==> config.mk <==
export PLATFORM = sky130hd
export DESIGN_NAME = mem_store_buffer_flat
export DESIGN_NICKNAME = d
export VERILOG_FILES = /design/src/rtl/mem_store_buffer_if.sv /design/src/rtl/mem_store_buffer.sv /design/src/flat_wrapper.sv
export SDC_FILE = /design/constraint.sdc
export NUM_CORES = 1
export LEC_CHECK = 0
export BUFFER_PORTS_ARGS = -buffer_cell sky130_fd_sc_hd__buf_2
export CORE_AREA = 2 2 288 290
export DETAILED_ROUTE_END_ITERATION = 8
export DIE_AREA = 0 0 290 292
export PLACE_DENSITY_LB_ADDON = 0.3
export SLEW_MARGIN = 20
export SYNTH_ARGS = -nofsm -noshare
export SYNTH_HDL_FRONTEND = slang
export SYNTH_SLANG_ARGS = --single-unit
==> constraint.sdc <==
create_clock -name clk -period 8.1 [get_ports clk]
set_clock_uncertainty 0.1 [all_clocks]
set_input_delay 1.215 -clock clk [delete_from_list [all_inputs] [get_ports clk]]
set_output_delay 1.215 -clock clk [all_outputs]
set_load 0.01 [all_outputs]
==> src/rtl/mem_store_buffer_if.sv <==
// Store-buffer bus bundle: MEM-stage store/load signals and the DM write port.
//   st_*   : store request from MEM (valid/type/addr/data/pc) and ready/err back
//   ld_*   : same-cycle load probe (valid/addr) and forwarded lanes (be/data) back
//   dm_*   : DM write port (busy in; sel/addr/data/be/pc out)
//   empty, count : occupancy status
// master = MEM stage / memory side, slave = the store buffer.
interface mem_store_buffer_if #(
  parameter int unsigned PTR_W = 2
);
  logic             st_valid;
  logic [1:0]       st_type;
  logic [31:0]      st_addr;
  logic [31:0]      st_data;
  logic [31:0]      st_pc;
  logic             st_ready;
  logic             st_err;
  logic             ld_valid;
  logic [31:0]      ld_addr;
  logic [3:0]       ld_be;
  logic [31:0]      ld_data;
  logic             dm_busy;
  logic             dm_sel;
  logic [31:0]      dm_addr;
  logic [31:0]      dm_data;
  logic [3:0]       dm_be;
  logic [31:0]      dm_pc;
  logic             empty;
  logic [PTR_W:0]   count;

  modport master (
    output st_valid, st_type, st_addr, st_data, st_pc, ld_valid, ld_addr, dm_busy,
    input  st_ready, st_err, ld_be, ld_data, dm_sel, dm_addr, dm_data, dm_be, dm_pc,
           empty, count
  );

  modport slave (
    input  st_valid, st_type, st_addr, st_data, st_pc, ld_valid, ld_addr, dm_busy,
    output st_ready, st_err, ld_be, ld_data, dm_sel, dm_addr, dm_data, dm_be, dm_pc,
           empty, count
  );
endinterface

==> src/rtl/mem_store_buffer.sv <==
// Store buffer between the MEM stage and data memory.
// Queues up to DEPTH lane-aligned stores, drains one per cycle into the DM
// write port when dm_busy is low, and forwards buffered bytes to loads.
// Ports:
//   clk   : clock, all state on posedge
//   reset : synchronous active-low reset
//   bus   : mem_store_buffer_if.slave (store in, load forwarding, DM write out)
module mem_store_buffer #(
  parameter int unsigned DEPTH = 4,
  parameter int unsigned PTR_W = 2
) (
  input  logic                clk,
  input  logic                reset,
  mem_store_buffer_if.slave   bus
);

  logic [PTR_W-1:0] head_q, head_d;
  logic [PTR_W-1:0] tail_q, tail_d;
  logic [PTR_W:0]   count_q, count_d;
  logic [DEPTH-1:0] valid_q, valid_d;
  logic [29:0]      addr_q [DEPTH];
  logic [29:0]      addr_d [DEPTH];
  logic [31:0]      data_q [DEPTH];
  logic [31:0]      data_d [DEPTH];
  logic [3:0]       be_q   [DEPTH];
  logic [3:0]       be_d   [DEPTH];
  logic [31:0]      pc_q   [DEPTH];
  logic [31:0]      pc_d   [DEPTH];

  logic        aligned;
  logic [3:0]  st_be;
  logic [31:0] st_lane;
  logic        full;
  logic        is_empty;
  logic        push;
  logic        pop;

  // Store decode: byte enables and lane-replicated data.
  always_comb begin
    aligned = 1'b0;
    st_be   = '0;
    st_lane = '0;
    case (bus.st_type)
      2'b00: begin
        aligned = (bus.st_addr[1:0] == 2'b00);
        st_be   = 4'b1111;
        st_lane = bus.st_data;
      end
      2'b01: begin
        aligned = ~bus.st_addr[0];
        st_be   = bus.st_addr[1] ? 4'b1100 : 4'b0011;
        st_lane = {2{bus.st_data[15:0]}};
      end
      2'b10: begin
        aligned = 1'b1;
        st_be   = 4'b0001 << bus.st_addr[1:0];
        st_lane = {4{bus.st_data[7:0]}};
      end
      default: aligned = 1'b0;
    endcase
  end

  assign full     = (count_q == (PTR_W+1)'(DEPTH));
  assign is_empty = (count_q == '0);
  assign push     = bus.st_valid && !full && aligned;
  assign pop      = !is_empty && !bus.dm_busy;

  always_comb begin
    head_d  = head_q;
    tail_d  = tail_q;
    count_d = count_q;
    valid_d = valid_q;
    addr_d  = addr_q;
    data_d  = data_q;
    be_d    = be_q;
    pc_d    = pc_q;
    if (pop) begin
      head_d          = head_q + PTR_W'(1);
      valid_d[head_q] = 1'b0;
    end
    if (push) begin
      tail_d          = tail_q + PTR_W'(1);
      valid_d[tail_q] = 1'b1;
      addr_d[tail_q]  = bus.st_addr[31:2];
      data_d[tail_q]  = st_lane;
      be_d[tail_q]    = st_be;
      pc_d[tail_q]    = bus.st_pc;
    end
    case ({push, pop})
      2'b10:   count_d = count_q + (PTR_W+1)'(1);
      2'b01:   count_d = count_q - (PTR_W+1)'(1);
      default: count_d = count_q;
    endcase
  end

  always_ff @(posedge clk) begin
    if (!reset) begin
      head_q  <= '0;
      tail_q  <= '0;
      count_q <= '0;
      valid_q <= '0;
    end else begin
      head_q  <= head_d;
      tail_q  <= tail_d;
      count_q <= count_d;
      valid_q <= valid_d;
      addr_q  <= addr_d;
      data_q  <= data_d;
      be_q    <= be_d;
      pc_q    <= pc_d;
    end
  end

  // Forwarding: held entries are contiguous from head, so walking k from the
  // head (oldest) to the tail (youngest) and overwriting lanes leaves each
  // lane holding its youngest matching byte. The head stays visible while
  // it drains because valid_q only clears at the edge.
  logic [PTR_W-1:0] fwd_idx;
  logic [3:0]       fwd_be;
  logic [31:0]      fwd_data;

  always_comb begin
    fwd_idx  = '0;
    fwd_be   = '0;
    fwd_data = '0;
    if (bus.ld_valid) begin
      for (int unsigned k = 0; k < DEPTH; k++) begin
        fwd_idx = head_q + PTR_W'(k);
        if (valid_q[fwd_idx] && (addr_q[fwd_idx] == bus.ld_addr[31:2])) begin
          for (int unsigned b = 0; b < 4; b++) begin
            if (be_q[fwd_idx][b]) begin
              fwd_be[b]          = 1'b1;
              fwd_data[8*b +: 8] = data_q[fwd_idx][8*b +: 8];
            end
          end
        end
      end
    end
  end

  assign bus.st_ready = !full;
  assign bus.st_err   = bus.st_valid && !aligned;
  assign bus.ld_be    = fwd_be;
  assign bus.ld_data  = fwd_data;
  assign bus.dm_sel   = pop;
  assign bus.dm_addr  = is_empty ? '0 : {addr_q[head_q], 2'b00};
  assign bus.dm_data  = is_empty ? '0 : data_q[head_q];
  assign bus.dm_be    = is_empty ? '0 : be_q[head_q];
  assign bus.dm_pc    = is_empty ? '0 : pc_q[head_q];
  assign bus.empty    = is_empty;
  assign bus.count    = count_q;

endmodule
==> src/flat_wrapper.sv <==
// flat-port wrapper written by rule: the top's interface ports become plain ports
module mem_store_buffer_flat 
#(
  parameter int unsigned DEPTH = 4,
  parameter int unsigned PTR_W = 2
)
  (clk, reset, bus_st_valid, bus_st_type, bus_st_addr, bus_st_data, bus_st_pc, bus_ld_valid, bus_ld_addr, bus_dm_busy, bus_st_ready, bus_st_err, bus_ld_be, bus_ld_data, bus_dm_sel, bus_dm_addr, bus_dm_data, bus_dm_be, bus_dm_pc, bus_empty, bus_count);
  mem_store_buffer_if #(.PTR_W(PTR_W)) bus_i ();
  input  logic clk;
  input  logic reset;
  input wire logic [$bits(bus_i.st_valid)-1:0] bus_st_valid;
  input wire logic [$bits(bus_i.st_type)-1:0] bus_st_type;
  input wire logic [$bits(bus_i.st_addr)-1:0] bus_st_addr;
  input wire logic [$bits(bus_i.st_data)-1:0] bus_st_data;
  input wire logic [$bits(bus_i.st_pc)-1:0] bus_st_pc;
  input wire logic [$bits(bus_i.ld_valid)-1:0] bus_ld_valid;
  input wire logic [$bits(bus_i.ld_addr)-1:0] bus_ld_addr;
  input wire logic [$bits(bus_i.dm_busy)-1:0] bus_dm_busy;
  output wire logic [$bits(bus_i.st_ready)-1:0] bus_st_ready;
  output wire logic [$bits(bus_i.st_err)-1:0] bus_st_err;
  output wire logic [$bits(bus_i.ld_be)-1:0] bus_ld_be;
  output wire logic [$bits(bus_i.ld_data)-1:0] bus_ld_data;
  output wire logic [$bits(bus_i.dm_sel)-1:0] bus_dm_sel;
  output wire logic [$bits(bus_i.dm_addr)-1:0] bus_dm_addr;
  output wire logic [$bits(bus_i.dm_data)-1:0] bus_dm_data;
  output wire logic [$bits(bus_i.dm_be)-1:0] bus_dm_be;
  output wire logic [$bits(bus_i.dm_pc)-1:0] bus_dm_pc;
  output wire logic [$bits(bus_i.empty)-1:0] bus_empty;
  output wire logic [$bits(bus_i.count)-1:0] bus_count;
  assign bus_i.st_valid = bus_st_valid;
  assign bus_i.st_type = bus_st_type;
  assign bus_i.st_addr = bus_st_addr;
  assign bus_i.st_data = bus_st_data;
  assign bus_i.st_pc = bus_st_pc;
  assign bus_i.ld_valid = bus_ld_valid;
  assign bus_i.ld_addr = bus_ld_addr;
  assign bus_i.dm_busy = bus_dm_busy;
  assign bus_st_ready = bus_i.st_ready;
  assign bus_st_err = bus_i.st_err;
  assign bus_ld_be = bus_i.ld_be;
  assign bus_ld_data = bus_i.ld_data;
  assign bus_dm_sel = bus_i.dm_sel;
  assign bus_dm_addr = bus_i.dm_addr;
  assign bus_dm_data = bus_i.dm_data;
  assign bus_dm_be = bus_i.dm_be;
  assign bus_dm_pc = bus_i.dm_pc;
  assign bus_empty = bus_i.empty;
  assign bus_count = bus_i.count;
  mem_store_buffer #(.DEPTH(DEPTH), .PTR_W(PTR_W)) u_core (.clk(clk), .reset(reset), .bus(bus_i));
endmodule
# Word-level counts from Yosys, hierarchy flattened
# Cells that the tools add are included.
[op_classes]
muxes = 114
n_addsub = 6
magnitude_cmp = 13
shifts = 1
eq_ne = 9
bitwise_logic = 9
reduce_logical = 20
[ops]
columns = ["op", "count"]
rows = [
  ["32-bit 2-to-1 mux", 19],
  ["32-bit binary-select mux with 2-bit select", 5],
  ["30-bit 2-to-1 mux", 9],
  ["128-bit bitwise mux", 2],
  ["30-bit binary-select mux with 2-bit select", 4],
  ["8-bit 2-to-1 mux", 16],
  ["120-bit bitwise mux", 1],
  ["30-bit equality test", 4],
  ["32-bit one-hot mux with 3 select lines", 1],
  ["4-bit 2-to-1 mux", 18],
  ["32-bit demux with 2-bit select", 1],
  ["30-bit demux with 2-bit select", 1],
  ["4-bit binary-select mux with 2-bit select", 4],
  ["1-bit 2-to-1 mux", 22],
  ["16-bit bitwise mux", 1],
  ["3-bit >= comparator, second input constant", 5],
  ["2-bit by 3-bit < comparator with 1-bit output, second input constant", 5],
  ["2-bit inverter with 3-bit output", 5],
  ["4-bit one-hot mux with 3 select lines", 1],
  ["1-bit logical AND", 11],
  ["1-bit binary-select mux with 2-bit select", 4],
  ["4-bit demux with 2-bit select", 1],
  ["3-bit one-hot mux with 2 select lines", 1],
  ["2-bit by 1-bit adder with 2-bit output, second input constant", 2],
  ["20 further kinds", 29],
]
[word_totals]
elab_cells = 192
register_bits = 403
input_bits = 135
output_inout_bits = 143

# Logic depth before layout (Yosys ltp)
[logic_depth]
word_depth = 14
mapped_depth = 21
depth_no_buf = 11

# Worst setup path after synthesis
# OpenSTA, ideal clock, no wires.
[synth_path]
kind = "register to output"
from = "register u_core.head_q[1]"
to = "output bus_ld_data[30]"
path_buffers = 10
stages_incl_launch_ff = 20
required_ns = 6.785
setup_slack_ns = 1.728
arrival_ns = 5.057
path_cell_list = "dfxtp_1 -> buf_2 -> buf_2 -> inv_2 -> buf_1 -> clkbuf_1 -> clkbuf_1 -> buf_1 -> ha_1 -> buf_2 -> inv_1 -> buf_2 -> clkbuf_1 -> o2111ai_1 -> o41a_1 -> a2111o_1 -> a2111oi_4 -> buf_6 -> a21oi_2 -> a221oi_2"
[synth_via]
elab_chain_len = 14
elab_cells_between_ends = 68
classes_between = "3 x add/sub; 4 x eq/ne; 53 x mux; 4 x bitwise; 4 x reduce/logical"
[synth_rtl]
columns = ["element", "line_no", "source"]
rows = [
  ["from (decl)", "mem_store_buffer.sv:17", "logic [PTR_W-1:0] head_q, head_d;"],
  ["from (signal assigned)", "mem_store_buffer.sv:98", "head_q <= '0;"],
  ["from (signal assigned)", "mem_store_buffer.sv:103", "head_q <= head_d;"],
  ["parallel branches: the longest is 12 deep, another holds 2-bit by 1-bit adder with 2-bit output", "n/a", ""],
  ["32-bit 2-to-1 mux *", "mem_store_buffer.sv:129", "if (valid_q[fwd_idx] && (addr_q[fwd_idx] == bus.ld_addr[31:2])) begin"],
  ["32-bit 2-to-1 mux *", "mem_store_buffer.sv:126", "if (bus.ld_valid) begin"],
  ["to (decl)", "flat_wrapper.sv:22", "output wire logic [$bits(bus_i.ld_data)-1:0] bus_ld_data;"],
]
# Mark *: on every way between the ends. The select of a mux whose other input is x is not followed.

# Worst setup path in the final report
[layout_path]
from = "register u_core.head_q[0]"
to = "output bus_ld_data[15]"
# The elaborated chain is that of the path after synthesis.

==> run summary <==
outcome: finished clean
Data required, critical path: 6780 ps
#FFs+latches synth: 403
RSZ-0062 raised after global routing: false
Clk pin slew, worst setup/hold paths: 60 ps
postcts setup bufs: 0
CTS tree: yes
crit path time final: 7470 ps
flip-flop and latch area: 0.0120 mm2
Reg2Reg Setup Slack: 4980 ps
via count: 18400
initial antenna violation count: 9
CP Data Arrival Time: 6160 ps
top cell type's share of synthesized area: 48.5%
Area Growth Syn to Fin: 16.6%
share of flip-flops with an asynchronous set or reset: 0%
all-layer global routing usage: 19.3%
clock root buffer: clkbuf_16
Initial Util: 29.7%
RR Endpoint: u_core.pc_q[25]
Leak: 9.08 nW
Detail Route Antenna Nets: 0
CTS resizes: 0
cell count after placement: 3171
input/output buffers: 273
CP Buf/Inv Count: 3
part of the Yosys area used for sequential elements: 49.4%
gr ovfl total: 0
Post-Synthesis Cells: 1956
GPL Wtd Cong: 0.914
Synth Area in Adders: 0.547%
hold_sp: u_core.bus.count[2]
Pre-Repair DR Iteration Count: 5
hold path endpoint: u_core.bus.count[2]
routed len/inst: 25.8 um
CP cell instances: buf_4, buf_4, mux2i_1, a21oi_1, o211ai_1, nor4_1, o21ai_0, a221oi_2, buf_2
CP Class: flip-flop to output port
final core utilization: 34.7%
FP Rows: 105
Max stage delay on crit path: 980 ps
peak supply drop: 0.000196 V
Post-synth EDFFs: 392
crit-path max FO: 72
ys flop type: edfxtp_1
Worst Hold Class: flip-flop to flip-flop
vias per inst: 5.64
CP top delay family: buffers and inverters
largest net degree at the start of global routing: 85
Synth Area in XOR/XNOR: 3.21%
multi-input logic area: 0.0114 mm2
hold-fix buffers at CTS: 0
vias in the first global route: 18300
Chip Width: 290 um
H-tree depth: 2
die height: 292 um
final WL: 84400 um
Residual DRC: 0
Layout Cells excl Fill: 3265
cell area after synthesis: 0.0243 mm2
clock sinks: 403
Critical Path Most Common Cell: buf_4
setup TNS: 0 ps
fin nets: 2297
Hold Violations, Final: 0
# IOs: 278
Synth area leaders: edfxtp_1, mux4_2, mux2i_1
mux contribution to synthesized area: 20.4%
clk_lat worst skew: 570 ps
iteration-0 DRC count of the detailed router: 1577
Worst Tran Pin Value: 1110 ps
post-synthesis compound-gate area fraction: 11.9%
# setup viols final: 0
Avg Cell Area, Syn: 12.4 um2
critical path's slowest cell: buf_4
dpl hpwl: 57600 um
CTS Buffer Depth: 3
Worst Hold Slack: 465 ps
Fillers: 8026
Fmax: 0.134 GHz
crit path capture type: output port
Final Slew Violations: 0
Post-Synth Simple-Gate Area: 10.5%
Distinct cells, synth: 84
reg-to-reg startpoint: u_core.bus.count[0]
layout cells sized above 1: 28.8%
Worst Reg-to-Reg Cells: 5
CTS Buf Count: 49
number of max-cap violations: 0
slew margin rel.: 25.9%
Hold Path Cell Cnt: 2
full die area: 0.0847 mm2
power per cell area: 289 mW/mm2
Worst setup SP type: flip-flop
Ys Warns: 0
fin crit share: 92.3%
first-pass GRT wire length: 124000 um
largest family of logic cells by synthesized area: multiplexers
largest area contributor in the netlist: edfxtp_1
Core ar.: 0.0816 mm2
==> through the flow <==
step,cell area [um2],setup slack [ps],total power [mW]
floorplan,24300,1730,4.82
global placement,26600,1380,5.85
detailed placement,26600,1340,5.88
CTS,28300,705,8.24
global route,28300,257,8.56
finish,28300,627,8.18
==> registers in the layout, summed over array words and instances (netlist names) <==
signal	count
u_core.data_q	128
u_core.pc_q	128
u_core.addr_q	120
u_core.be_q	16
u_core.valid_q	4
u_core.bus.count	3
u_core.head_q	2
u_core.tail_q	2
==> layout make-up <==
cell class              count  share of cell area [%]
clock inverters            35                    1.54
multi-input cells        1349                    40.3
well taps                1070                    4.73
flip-flops and latches    403                    42.4
clock buffers              54                    4.48
diodes                      5                  0.0442
repair buffers            317                    6.04
inverters                  32                   0.425
==> worst reg2reg max path: stages (launching register included) <==
cell	delay, ps
dfxtp_1	390
inv_1	100
nand3_1	120
and3_1	370
and3_4	890
buf_4	730
==> cells in the final DEF (no fill, tap or decap), types with 7 or more instances in the layout <==
cell,synthesis,final
xnor2_1,63,63
nor3_1,44,43
clkbuf_16,0,50
mux4_2,109,109
edfxtp_1,392,392
clkinv_2,0,8
dfxtp_1,11,9
ha_1,9,8
bufinv_16,0,10
o21ai_0,100,100
a21oi_1,58,58
nor2b_1,49,49
or4_1,33,33
o211ai_1,13,13
buf_4,9,43
and2_1,26,26
nor2_1,84,84
a31o_2,7,7
buf_2,27,273
clkinv_1,0,11
mux2i_1,169,169
mux2_2,63,63
a211oi_1,26,26
a311o_1,29,29
a2111oi_0,31,31
nor4_1,12,12
xor2_1,26,26
o31ai_1,7,7
inv_1,31,31
or2_2,30,30
o22ai_1,10,10
or3_1,13,13
o311ai_0,30,30
nand2_1,176,176
==> how the worst max path moves through the flow <==
stage | from | to | depth (start not counted)
4_1_cts | u_core.head_q[0] | bus_ld_data[15] | 9
2_1_floorplan | u_core.head_q[1] | bus_ld_data[30] | 19
3_5_place_dp | u_core.head_q[0] | bus_ld_data[15] | 9
5_1_grt | u_core.head_q[0] | bus_ld_data[15] | 10
6_report | u_core.head_q[0] | bus_ld_data[15] | 9
3_3_place_gp | u_core.head_q[0] | bus_ld_data[15] | 9
==> synthesized netlist by cell type (all sizes together) (32+ instances only) <==
| library cell | count |
|---|---|
| a21oi | 59 |
| nor2 | 84 |
| clkbuf | 98 |
| a2111oi | 35 |
| buf | 75 |
| mux2 | 64 |
| nor2b | 49 |
| mux4 | 109 |
| nor3 | 45 |
| inv | 32 |
| nand2 | 176 |
| xnor2 | 63 |
| edfxtp | 392 |
| o21ai | 105 |
| mux2i | 175 |
| or4 | 34 |
==> where the power goes <==
group,switching (mW),total [mW],internal [mW]
Clock,0.894,2.33,1.44
Combinational,2.06,3.42,1.36
Sequential,0.0640,2.42,2.36
Total,3.02,8.18,5.16
==> per-layer routing <==
layer	vias to the layer above	share of wire (%)	global-route usage (%)
li1	8081	-	-
met1	9364	42	25.2
met2	822	49	32.8
met3	147	6.7	3.30
met4	2	2.9	6.14
met5	-	0.014	0
==> logic make-up after synthesis <==
| kind of cell | after synthesis |
|---|---|
| xor gates and xnor gates | 89 |
| and+or+nand+nor | 504 |
| DFF | 403 |
| muxes | 348 |
| adders and majority gates | 10 |
| AOI/OAI and AO/OA | 396 |
| other | 1 |
| buffers and inverters | 205 |
No activity file was read; power rests on OpenSTA's default activity.
